File: src/rtl/ps2_pkg.sv
// Shared PS/2 key-event types, prefix codes and the list of non-key bytes.
// Latency: n/a (declarations only).
// Backpressure: n/a.
package ps2_pkg;

  localparam logic [7:0] PS2_PFX_EXT   = 8'hE0;
  localparam logic [7:0] PS2_PFX_BRK   = 8'hF0;
  localparam logic [7:0] PS2_PFX_PAUSE = 8'hE1;
  localparam int unsigned PS2_PAUSE_LEN = 7;

  // Keyboard status/ack/error bytes that never map to a key.
  localparam int PS2_NUM_DROP = 7;
  localparam logic [PS2_NUM_DROP*8-1:0] PS2_DROP_CODES =
    {8'h00, 8'hAA, 8'hEE, 8'hFA, 8'hFC, 8'hFE, 8'hFF};

  typedef struct packed {
    logic       toggle;
    logic       pressed;
    logic       ext;
    logic [7:0] code;
  } ps2_key_t;

  typedef enum logic [1:0] {
    ST_IDLE,
    ST_PFX,
    ST_PAUSE
  } dec_state_e;

  function automatic logic ps2_is_drop(input logic [7:0] b);
    logic hit;
    hit = 1'b0;
    for (int i = 0; i < PS2_NUM_DROP; i++) begin
      if (PS2_DROP_CODES[i*8 +: 8] == b) hit = 1'b1;
    end
    return hit;
  endfunction

endpackage

File: src/rtl/ps2_rx_frame.sv
// PS/2 device->host receiver: sync, clock glitch filter, 11-bit deserialiser, idle timeout.
// Latency: byte_vld_o rises 1 cycle after the filtered falling edge of the stop bit.
// Backpressure: none; byte_vld_o/err_o are single-cycle pulses that must be taken when seen.
module ps2_rx_frame #(
  parameter int FILTER_LEN  = 8,
  parameter int TIMEOUT_CYC = 24576
) (
  input  logic       clk_i,
  input  logic       rst_i,
  input  logic       ps2_clk_i,
  input  logic       ps2_data_i,
  output logic [7:0] byte_o,
  output logic       byte_vld_o,
  output logic       err_o
);

  localparam int FCW = $clog2(FILTER_LEN + 1);
  localparam int IW  = $clog2(TIMEOUT_CYC + 1);

  logic [1:0]     clk_sync_q, dat_sync_q;
  logic           filt_q;
  logic [FCW-1:0] fcnt_q;
  logic [3:0]     bit_cnt_q;
  logic [9:0]     shift_q;
  logic [IW-1:0]  idle_q;
  logic [7:0]     byte_q;
  logic           byte_vld_q, err_q;

  logic raw_clk, raw_dat, flip, fall, frame_ok;

  assign raw_clk = clk_sync_q[1];
  assign raw_dat = dat_sync_q[1];
  // Filtered clock flips on the FILTER_LEN-th consecutive sample that disagrees with it.
  assign flip    = (raw_clk != filt_q) && (fcnt_q == FCW'(FILTER_LEN - 1));
  assign fall    = flip && filt_q;
  // shift_q holds {parity, D7..D0, start}; raw_dat is the stop bit on the 11th edge.
  assign frame_ok = !shift_q[0] && (^shift_q[9:1]) && raw_dat;

  // Two-flop synchronisers; lines idle high.
  always_ff @(posedge clk_i) begin
    if (rst_i) begin
      clk_sync_q <= 2'b11;
      dat_sync_q <= 2'b11;
    end else begin
      clk_sync_q <= {clk_sync_q[0], ps2_clk_i};
      dat_sync_q <= {dat_sync_q[0], ps2_data_i};
    end
  end

  // Glitch filter: any agreeing sample restarts the disagreement run.
  always_ff @(posedge clk_i) begin
    if (rst_i) begin
      filt_q <= 1'b1;
      fcnt_q <= '0;
    end else if (raw_clk == filt_q) begin
      fcnt_q <= '0;
    end else if (flip) begin
      filt_q <= raw_clk;
      fcnt_q <= '0;
    end else begin
      fcnt_q <= fcnt_q + 1'b1;
    end
  end

  // Deserialiser, frame checks and idle timeout of a partially received frame.
  always_ff @(posedge clk_i) begin
    byte_vld_q <= 1'b0;
    err_q      <= 1'b0;
    if (rst_i) begin
      bit_cnt_q <= '0;
      shift_q   <= '0;
      idle_q    <= '0;
      byte_q    <= '0;
    end else if (fall) begin
      idle_q <= '0;
      if (bit_cnt_q == 4'd10) begin
        bit_cnt_q <= '0;
        if (frame_ok) begin
          byte_q     <= shift_q[8:1];
          byte_vld_q <= 1'b1;
        end else begin
          err_q <= 1'b1;
        end
      end else begin
        shift_q   <= {raw_dat, shift_q[9:1]};
        bit_cnt_q <= bit_cnt_q + 1'b1;
      end
    end else if (idle_q != IW'(TIMEOUT_CYC)) begin
      idle_q <= idle_q + 1'b1;
      if (idle_q == IW'(TIMEOUT_CYC - 1) && bit_cnt_q != 4'd0) begin
        err_q     <= 1'b1;
        bit_cnt_q <= '0;
      end
    end
  end

  assign byte_o     = byte_q;
  assign byte_vld_o = byte_vld_q;
  assign err_o      = err_q;

endmodule

File: src/rtl/ps2_key_encoder.sv
// PS/2 scan-code set 2 to 11-bit key event: folds E0/F0 prefixes, skips the E1 pause sequence.
// Latency: ps2_key/key_stb update 2 cycles after the filtered stop-bit edge.
// Backpressure: none; consumers watch bit 10 toggle or key_stb, events are never held off.
module ps2_key_encoder
  import ps2_pkg::*;
#(
  parameter int FILTER_LEN  = 8,
  parameter int TIMEOUT_CYC = 24576
) (
  input  logic        clk_sys,
  input  logic        reset,
  input  logic        ps2_clk,
  input  logic        ps2_data,
  output logic [10:0] ps2_key,
  output logic        key_stb,
  output logic        frame_err
);

  logic [7:0] rx_byte;
  logic       rx_vld, rx_err;

  ps2_rx_frame #(
    .FILTER_LEN (FILTER_LEN),
    .TIMEOUT_CYC(TIMEOUT_CYC)
  ) u_rx (
    .clk_i     (clk_sys),
    .rst_i     (reset),
    .ps2_clk_i (ps2_clk),
    .ps2_data_i(ps2_data),
    .byte_o    (rx_byte),
    .byte_vld_o(rx_vld),
    .err_o     (rx_err)
  );

  dec_state_e state_q, state_d;
  logic       ext_q, ext_d, brk_q, brk_d;
  logic [2:0] skip_q, skip_d;
  logic       emit_d;
  ps2_key_t   key_q;
  logic       stb_q;

  // Decoder state, prefix flags and pause skip counter.
  always_ff @(posedge clk_sys) begin
    if (reset) begin
      state_q <= ST_IDLE;
      ext_q   <= 1'b0;
      brk_q   <= 1'b0;
      skip_q  <= '0;
    end else begin
      state_q <= state_d;
      ext_q   <= ext_d;
      brk_q   <= brk_d;
      skip_q  <= skip_d;
    end
  end

  // Next-state: frame errors never reach here, so prefixes survive them.
  always_comb begin
    state_d = state_q;
    ext_d   = ext_q;
    brk_d   = brk_q;
    skip_d  = skip_q;
    emit_d  = 1'b0;
    if (rx_vld) begin
      case (state_q)
        ST_PAUSE: begin
          skip_d = skip_q - 1'b1;
          if (skip_q == 3'd1) state_d = ST_IDLE;
        end
        default: begin
          if (rx_byte == PS2_PFX_EXT) begin
            ext_d   = 1'b1;
            state_d = ST_PFX;
          end else if (rx_byte == PS2_PFX_BRK) begin
            brk_d   = 1'b1;
            state_d = ST_PFX;
          end else if (rx_byte == PS2_PFX_PAUSE) begin
            skip_d  = 3'(PS2_PAUSE_LEN);
            ext_d   = 1'b0;
            brk_d   = 1'b0;
            state_d = ST_PAUSE;
          end else begin
            emit_d  = !ps2_is_drop(rx_byte);
            ext_d   = 1'b0;
            brk_d   = 1'b0;
            state_d = ST_IDLE;
          end
        end
      endcase
    end
  end

  // Event register: flags sampled before this byte cleared them.
  always_ff @(posedge clk_sys) begin
    if (reset) begin
      key_q <= '0;
      stb_q <= 1'b0;
    end else begin
      stb_q <= emit_d;
      if (emit_d) begin
        key_q.toggle  <= ~key_q.toggle;
        key_q.pressed <= ~brk_q;
        key_q.ext     <= ext_q;
        key_q.code    <= rx_byte;
      end
    end
  end

  assign ps2_key   = key_q;
  assign key_stb   = stb_q;
  assign frame_err = rx_err;

endmodule

File: config.mk
export PLATFORM = sky130hd
export DESIGN_NAME = ps2_key_encoder
export DESIGN_NICKNAME = d
export VERILOG_FILES = /design/src/rtl/ps2_pkg.sv /design/src/rtl/ps2_rx_frame.sv /design/src/rtl/ps2_key_encoder.sv
export SDC_FILE = /design/constraint.sdc
export NUM_CORES = 1
export LEC_CHECK = 0
export CELL_PAD_IN_SITES_DETAIL_PLACEMENT = 1
export CELL_PAD_IN_SITES_GLOBAL_PLACEMENT = 1
export CORE_UTILIZATION = 45
export CTS_CLUSTER_SIZE = 14
export DETAILED_ROUTE_END_ITERATION = 12
export PLACE_DENSITY_LB_ADDON = 0.2
export RECOVER_POWER = 100
export SKIP_CTS_REPAIR_TIMING = 1
export SYNTH_ARGS = -nofsm -noshare
export SYNTH_HDL_FRONTEND = slang
export SYNTH_SLANG_ARGS = --single-unit
File: constraint.sdc
create_clock -name clk_sys -period 2.3 [get_ports clk_sys]
set_input_delay 0.69 -clock clk_sys [delete_from_list [all_inputs] [get_ports clk_sys]]
set_output_delay 0.69 -clock clk_sys [all_outputs]
set_load 0.005 [all_outputs]
; ---- Yosys cells after proc, flatten, opt, wreduce, memory -nomap -nowiden
; Index checks and enable logic that the tools add are counted.
; W data, S select, Z words.
[classes]
addsub = 4
mul = 0
n_div = 0
magnitude_cmp = 0
eq_ne = 21
n_shift = 0
n_mux = 39
bitwise = 7
n_reduce_logical = 24
[op_table]
columns = op, n
row1 = $eq A8 B8 Y1 const A, 6
row2 = $mux W1, 26
row3 = $eq A8 B8 Y1 const B, 3
row4 = $mux W4, 4
row5 = $add A15 B1 Y15 const B, 1
row6 = $eq A15 B15 Y1 const B, 1
row7 = $ne A15 B15 Y1 const B, 1
row8 = $mux W3, 4
row9 = $mux W2, 5
row10 = $reduce_and A3 Y1, 3
row11 = $reduce_xor A9 Y1, 1
row12 = $add A4 B1 Y4 const B, 2
row13 = $logic_not A8 Y1, 1
row14 = $reduce_and A2 Y1, 4
row15 = $not A1 Y1, 7
row16 = $reduce_bool A2 Y1, 3
row17 = $reduce_or A3 Y1, 2
row18 = $logic_and A1 B1 Y1, 5
row19 = $eq A4 B3 Y1 const B, 1
row20 = $eq A4 B4 Y1 const B, 1
row21 = $ne A2 B1 Y1 const B, 2
row22 = $ne A2 B2 Y1 const B, 2
row23 = $reduce_and A4 Y1, 1
row24 = $reduce_bool A4 Y1, 1
row25 = 7 further kinds, 8
[word_totals]
reg_bits = 67
latch_bits = 0
ram_bits = 0
mem_bits_ro = 0
memories = 0

; ---- Longest topological paths before layout
[depth]
word_depth = 19
ltp_mapped = 7
depth_no_buf = 7

; ---- Hierarchy
; Synthesis repeated with hierarchy kept, for this count alone.
[hier_totals]
hier_cells = 342
area_unflattened_um2 = 3081.7
[modules_own_cells]
columns = module, instances, cells_per_inst, area_each_um2, seq_area_each_um2
row1 = ps2_rx_frame, 1, 235, 2103.3, 960.9
row2 = ps2_key_encoder, 1, 107, 978.4, 380.4

; ---- Worst setup path after synthesis
; Ideal clock, no wire load.
[synth_path]
path_type = register to register
from = reg u_rx.byte_q[1] (netlist: u_rx.byte_o[1])
to = reg key_q (netlist bit ps2_key[9])
t_arrival_ps = 1556
t_required_ps = 2161
setup_slack_ps = 605
path_stages_with_launch = 7
path_buffers = 1
path_cell_list = dfxtp_1 > or4_4 > o22a_1 > o21a_1 > buf_6 > a21oi_1 > a311oi_1
[synth_between]
elab_chain_len = 19
word_cells_on_any_way = 28
cone_classes = 9 x eq/ne / 17 x mux / 2 x reduce/logical
[synth_lines]
columns = item, line
row1 = from (decl), ps2_rx_frame.sv:26  ; logic [7:0] byte_q;
row2 = from (signal assigned), ps2_rx_frame.sv:79  ; byte_q <= shift_q[8:1];
row3 = $eq A8 B8 Y1, ps2_pkg.sv:33  ; if (PS2_DROP_CODES[i*8 +: 8] == b) hit = 1'b1;
row4 = $mux W1 (7 in series), ps2_pkg.sv:33
row5 = $mux W1, ps2_key_encoder.sv:77  ; end else if (rx_byte == PS2_PFX_PAUSE) begin
row6 = $mux W1, ps2_key_encoder.sv:74  ; end else if (rx_byte == PS2_PFX_BRK) begin
row7 = $mux W1, ps2_key_encoder.sv:71  ; if (rx_byte == PS2_PFX_EXT) begin
row8 = $mux W1, ps2_key_encoder.sv:65  ; case (state_q)
row9 = $mux W1, ps2_key_encoder.sv:64  ; if (rx_vld) begin
row10 = $logic_not A1 Y1, ps2_key_encoder.sv:83  ; emit_d = !ps2_is_drop(rx_byte);
row11 = $mux W1, ps2_key_encoder.sv:77
row12 = $mux W1, ps2_key_encoder.sv:74
row13 = $mux W1 *, ps2_key_encoder.sv:71
row14 = $mux W1 *, ps2_key_encoder.sv:65
row15 = $mux W1 *, ps2_key_encoder.sv:64
row16 = to (decl), ps2_key_encoder.sv:39  ; ps2_key_t key_q;
; Mark *: on every way between the ends. The rest lies on a longest branch, timed or not. The select of a mux whose other input is x is not followed.
; A chain may end at the register's enable or synchronous reset.

==> metrics.md <==
| Metric | Value |
|---|---|
| Status | complete, no violations |
| Avg Cell Area, Syn | 8.807 µm² |
| Max-Cap Viols | 0 |
| Top-area cell type share of the netlist area | 45.19% |
| Final WL | 6420 µm |
| Post-synthesis register bit count | 67 |
| WS Path Type | in2reg |
| Period utilisation layout | 92.33% |
| Worst IR Drop VDD | 0.3902 mV |
| Number of global-route vias before repair | 2,349 |
| Clk buf depth | 2 |
| Port Buffers | 16 |
| Setup TNS | 0 ns |
| Slew Limit Fails | 0 |
| Worst hold path class | reg2reg |
| Final-report hold violation count | 0 |
| Pleak | 1.273 nW |
| Slew @ Worst Pin | 0.9427 ns |
| Critical Path Fanout Max | 21 |
| Share of cells above drive strength 1 | 7.989% |
| Reg clk slew, reported paths | 0.07 ns |
| Total CTS buffers | 9 |
| Initial DRC Count | 48 |
| Crit path max-delay family | buffers and inverters |
| Initial antenna violation count | 0 |
| Time the worst path needs with I/O delays and setup | 2.124 ns |
| H-tree depth | 3 |
| CP cell instances | dlygate4sd3_1, clkbuf_1, a31o_2, a21oi_1 |
| Grt ovf | 0 |
| RSZ-0062 raised after global routing | false |
| Synthesized cell area | 2968 µm² |
| CTS tree | built |
| Yosys top cell by area | dfxtp_1 |
| Worst Path Required | 2.52 ns |
| Syn Nets | 349 |
| Commonest non-fill, non-tap cell in the layout | dfxtp_1 |
| Hold WS | 0.4275 ns |
| First-pass GRT wire length | 10,750 µm |
| Root Buffer | clkbuf_8 |
| Via/cell ratio | 5.507 |
| Critical Path Source Type | input port |
| Synth Instances | 337 |
| Clock Sinks | 67 |
| Synth Warn # | 0 |
| GPL Wtd Cong | 0.7367 |
| Power per Cell Area | 657.3 nW/µm² |
| Worst Path Buf+Inv | 2 |
| Crit path capture type | flip-flop |
| Fill count | 764 |
| Starting density of the core | 46.74% |
| Core Rows | 29 |
| CP peak stage delay | 0.74 ns |
| Core Footprint | 6350 µm² |
| Register area share after synthesis | 45.19% |
| Slew Limit Headroom | 37.15% |
| Commonest non-fill, non-tap cells in the layout | dfxtp_1, nor2_1, a21oi_1 |
| Die Y-Extent | 83.21 µm |
| WL per Instance | 14.59 µm |
| Clk_skew | 0.009511 ns |
| P&R area growth vs syn | 14.71% |
| Fmax | 470.9 MHz |
| Die area | 6924 µm² |
| I/O Pins | 17 |
| Top cells by area, synth | dfxtp_1, nor2_1, a21oi_1, nand3_1, mux2i_1 |
| DRC | 0 |
| Maximum number of pins on one net before global-route repair | 26 |
| Post-DRT Antenna Nets | 0 |
| Layout Nets | 370 |
| Final HPWL DP | 4551 µm |
| Number of diodes | 0 |
| Worst-Skew Late Latency | 0.34 ns |
| Worst path slowest cell | clkbuf_1 |
| Width of the die | 83.21 µm |
| Final Setup Violations | 0 |
| Gr usage total | 19.17% |
| Synth cell types | 45 |
| First-pass DRT Iterations | 4 |
| Tot Pwr | 2.238 mW |
| Arr. time, crit path | 2.34 ns |
| Via count | 2,423 |
-- cell type report --
cell class	count	area, µm²	share of cell area (%)
Clock buffer	9	123.9	3.638
Clock inverter	7	83.83	2.462
Inverter	11	41.29	1.213
Multi-Input combinational cell	247	1525	44.80
Sequential cell	67	1341	39.40
Tap cell	77	96.34	2.830
Timing Repair Buffer	22	192.7	5.660
-- synthesized netlist by cell type (all sizes together) --
| master | n |
|---|---|
| dfxtp | 67 |
| nor2 | 45 |
| a21oi | 29 |
| nand3 | 27 |
| o21ai | 23 |
| mux2i | 13 |
| nand2 | 13 |
| inv | 11 |
| xor2 | 11 |
| clkbuf | 9 |
| ha | 8 |
| nand2b | 8 |
| nor3 | 8 |
| xnor2 | 8 |
| nand4 | 6 |
| a211oi | 5 |
| and3 | 5 |
| nand3b | 5 |
| or2 | 5 |
| buf | 3 |
| nor2b | 3 |
| a21o | 2 |
| and3b | 2 |
| nor4 | 2 |
| o21bai | 2 |
| or3 | 2 |
| a2111oi | 1 |
| a221oi | 1 |
| a22oi | 1 |
| a311oi | 1 |
| a31o | 1 |
| a31oi | 1 |
| and2 | 1 |
| mux2 | 1 |
| nor4b | 1 |
| o21a | 1 |
| o21ba | 1 |
| o22a | 1 |
| or4 | 1 |
| xnor3 | 1 |
| xor3 | 1 |
-- registers in the layout, indices dropped and copies added, names as in the netlist --
signal and cells:
state_q 2, u_rx.filt_q 1, brk_q 1, u_rx.clk_sync_q 2, key_stb 1, u_rx.fcnt_q 4, ext_q 1, u_rx.err_o 1
u_rx.byte_o 8, ps2_key 11, u_rx.bit_cnt_q 4, u_rx.shift_q 10, u_rx.dat_sync_q 2, skip_q 3, u_rx.idle_q 15, u_rx.byte_vld_o 1
-- path summary, 6_finish.rpt --
kind | startpoint | end | slack (ns) | cells after the start
max | reset | skip_q[1] | 0.18 | 4
min | u_rx.clk_sync_q[0] | u_rx.clk_sync_q[1] | 0.43 | 1
max reg2reg | u_rx.shift_q[1] | u_rx.byte_o[6] | 0.26 | 5
min reg2reg | u_rx.clk_sync_q[0] | u_rx.clk_sync_q[1] | 0.43 | 1
-- power breakdown --
part	leakage [nW]	switching [mW]	internal, mW
sequential	0.541	0.00842	1.17
clock	0.102	0.498	0.519
combinational	0.630	0.0285	0.0176
total	1.27	0.534	1.70
-- per-stage QoR --
step / instances / instance area, µm² / worst slack, ns / util, %
after floorplan: 337 / 2968 / 0.6051 / -
after CTS: 440 / 3451 / 0.3744 / 54.34
after detailed placement: 424 / 3243 / 0.3214 / 51.07
after global routing: 440 / 3405 / 0.08074 / 53.62
final: 440 / 3405 / 0.1763 / 53.62
after global placement: 424 / 3243 / 0.3339 / 51.07
-- cell families after synthesis --
logic type / after synthesis / synth area share, %
adders and majority gates: 8 / 3.373
xor gates and xnor gates: 21 / 7.167
DFF: 67 / 45.19
AOI/OAI and AO/OA: 70 / 13.58
muxes: 14 / 4.890
buffers and inverters: 23 / 3.288
and+or+nand+nor: 134 / 22.51
-- per-layer routing --
layer / part of all wire [%] / routed length [µm] / GRT usage [%]
met5: 0 / 0 / 0
met3: 3.1 / 200 / 6.362
met2: 48 / 3102 / 31.30
met4: 0.39 / 25 / 6.113
met1: 48 / 3092 / 23.85
Note: power is estimated with default switching activity, not from simulation.
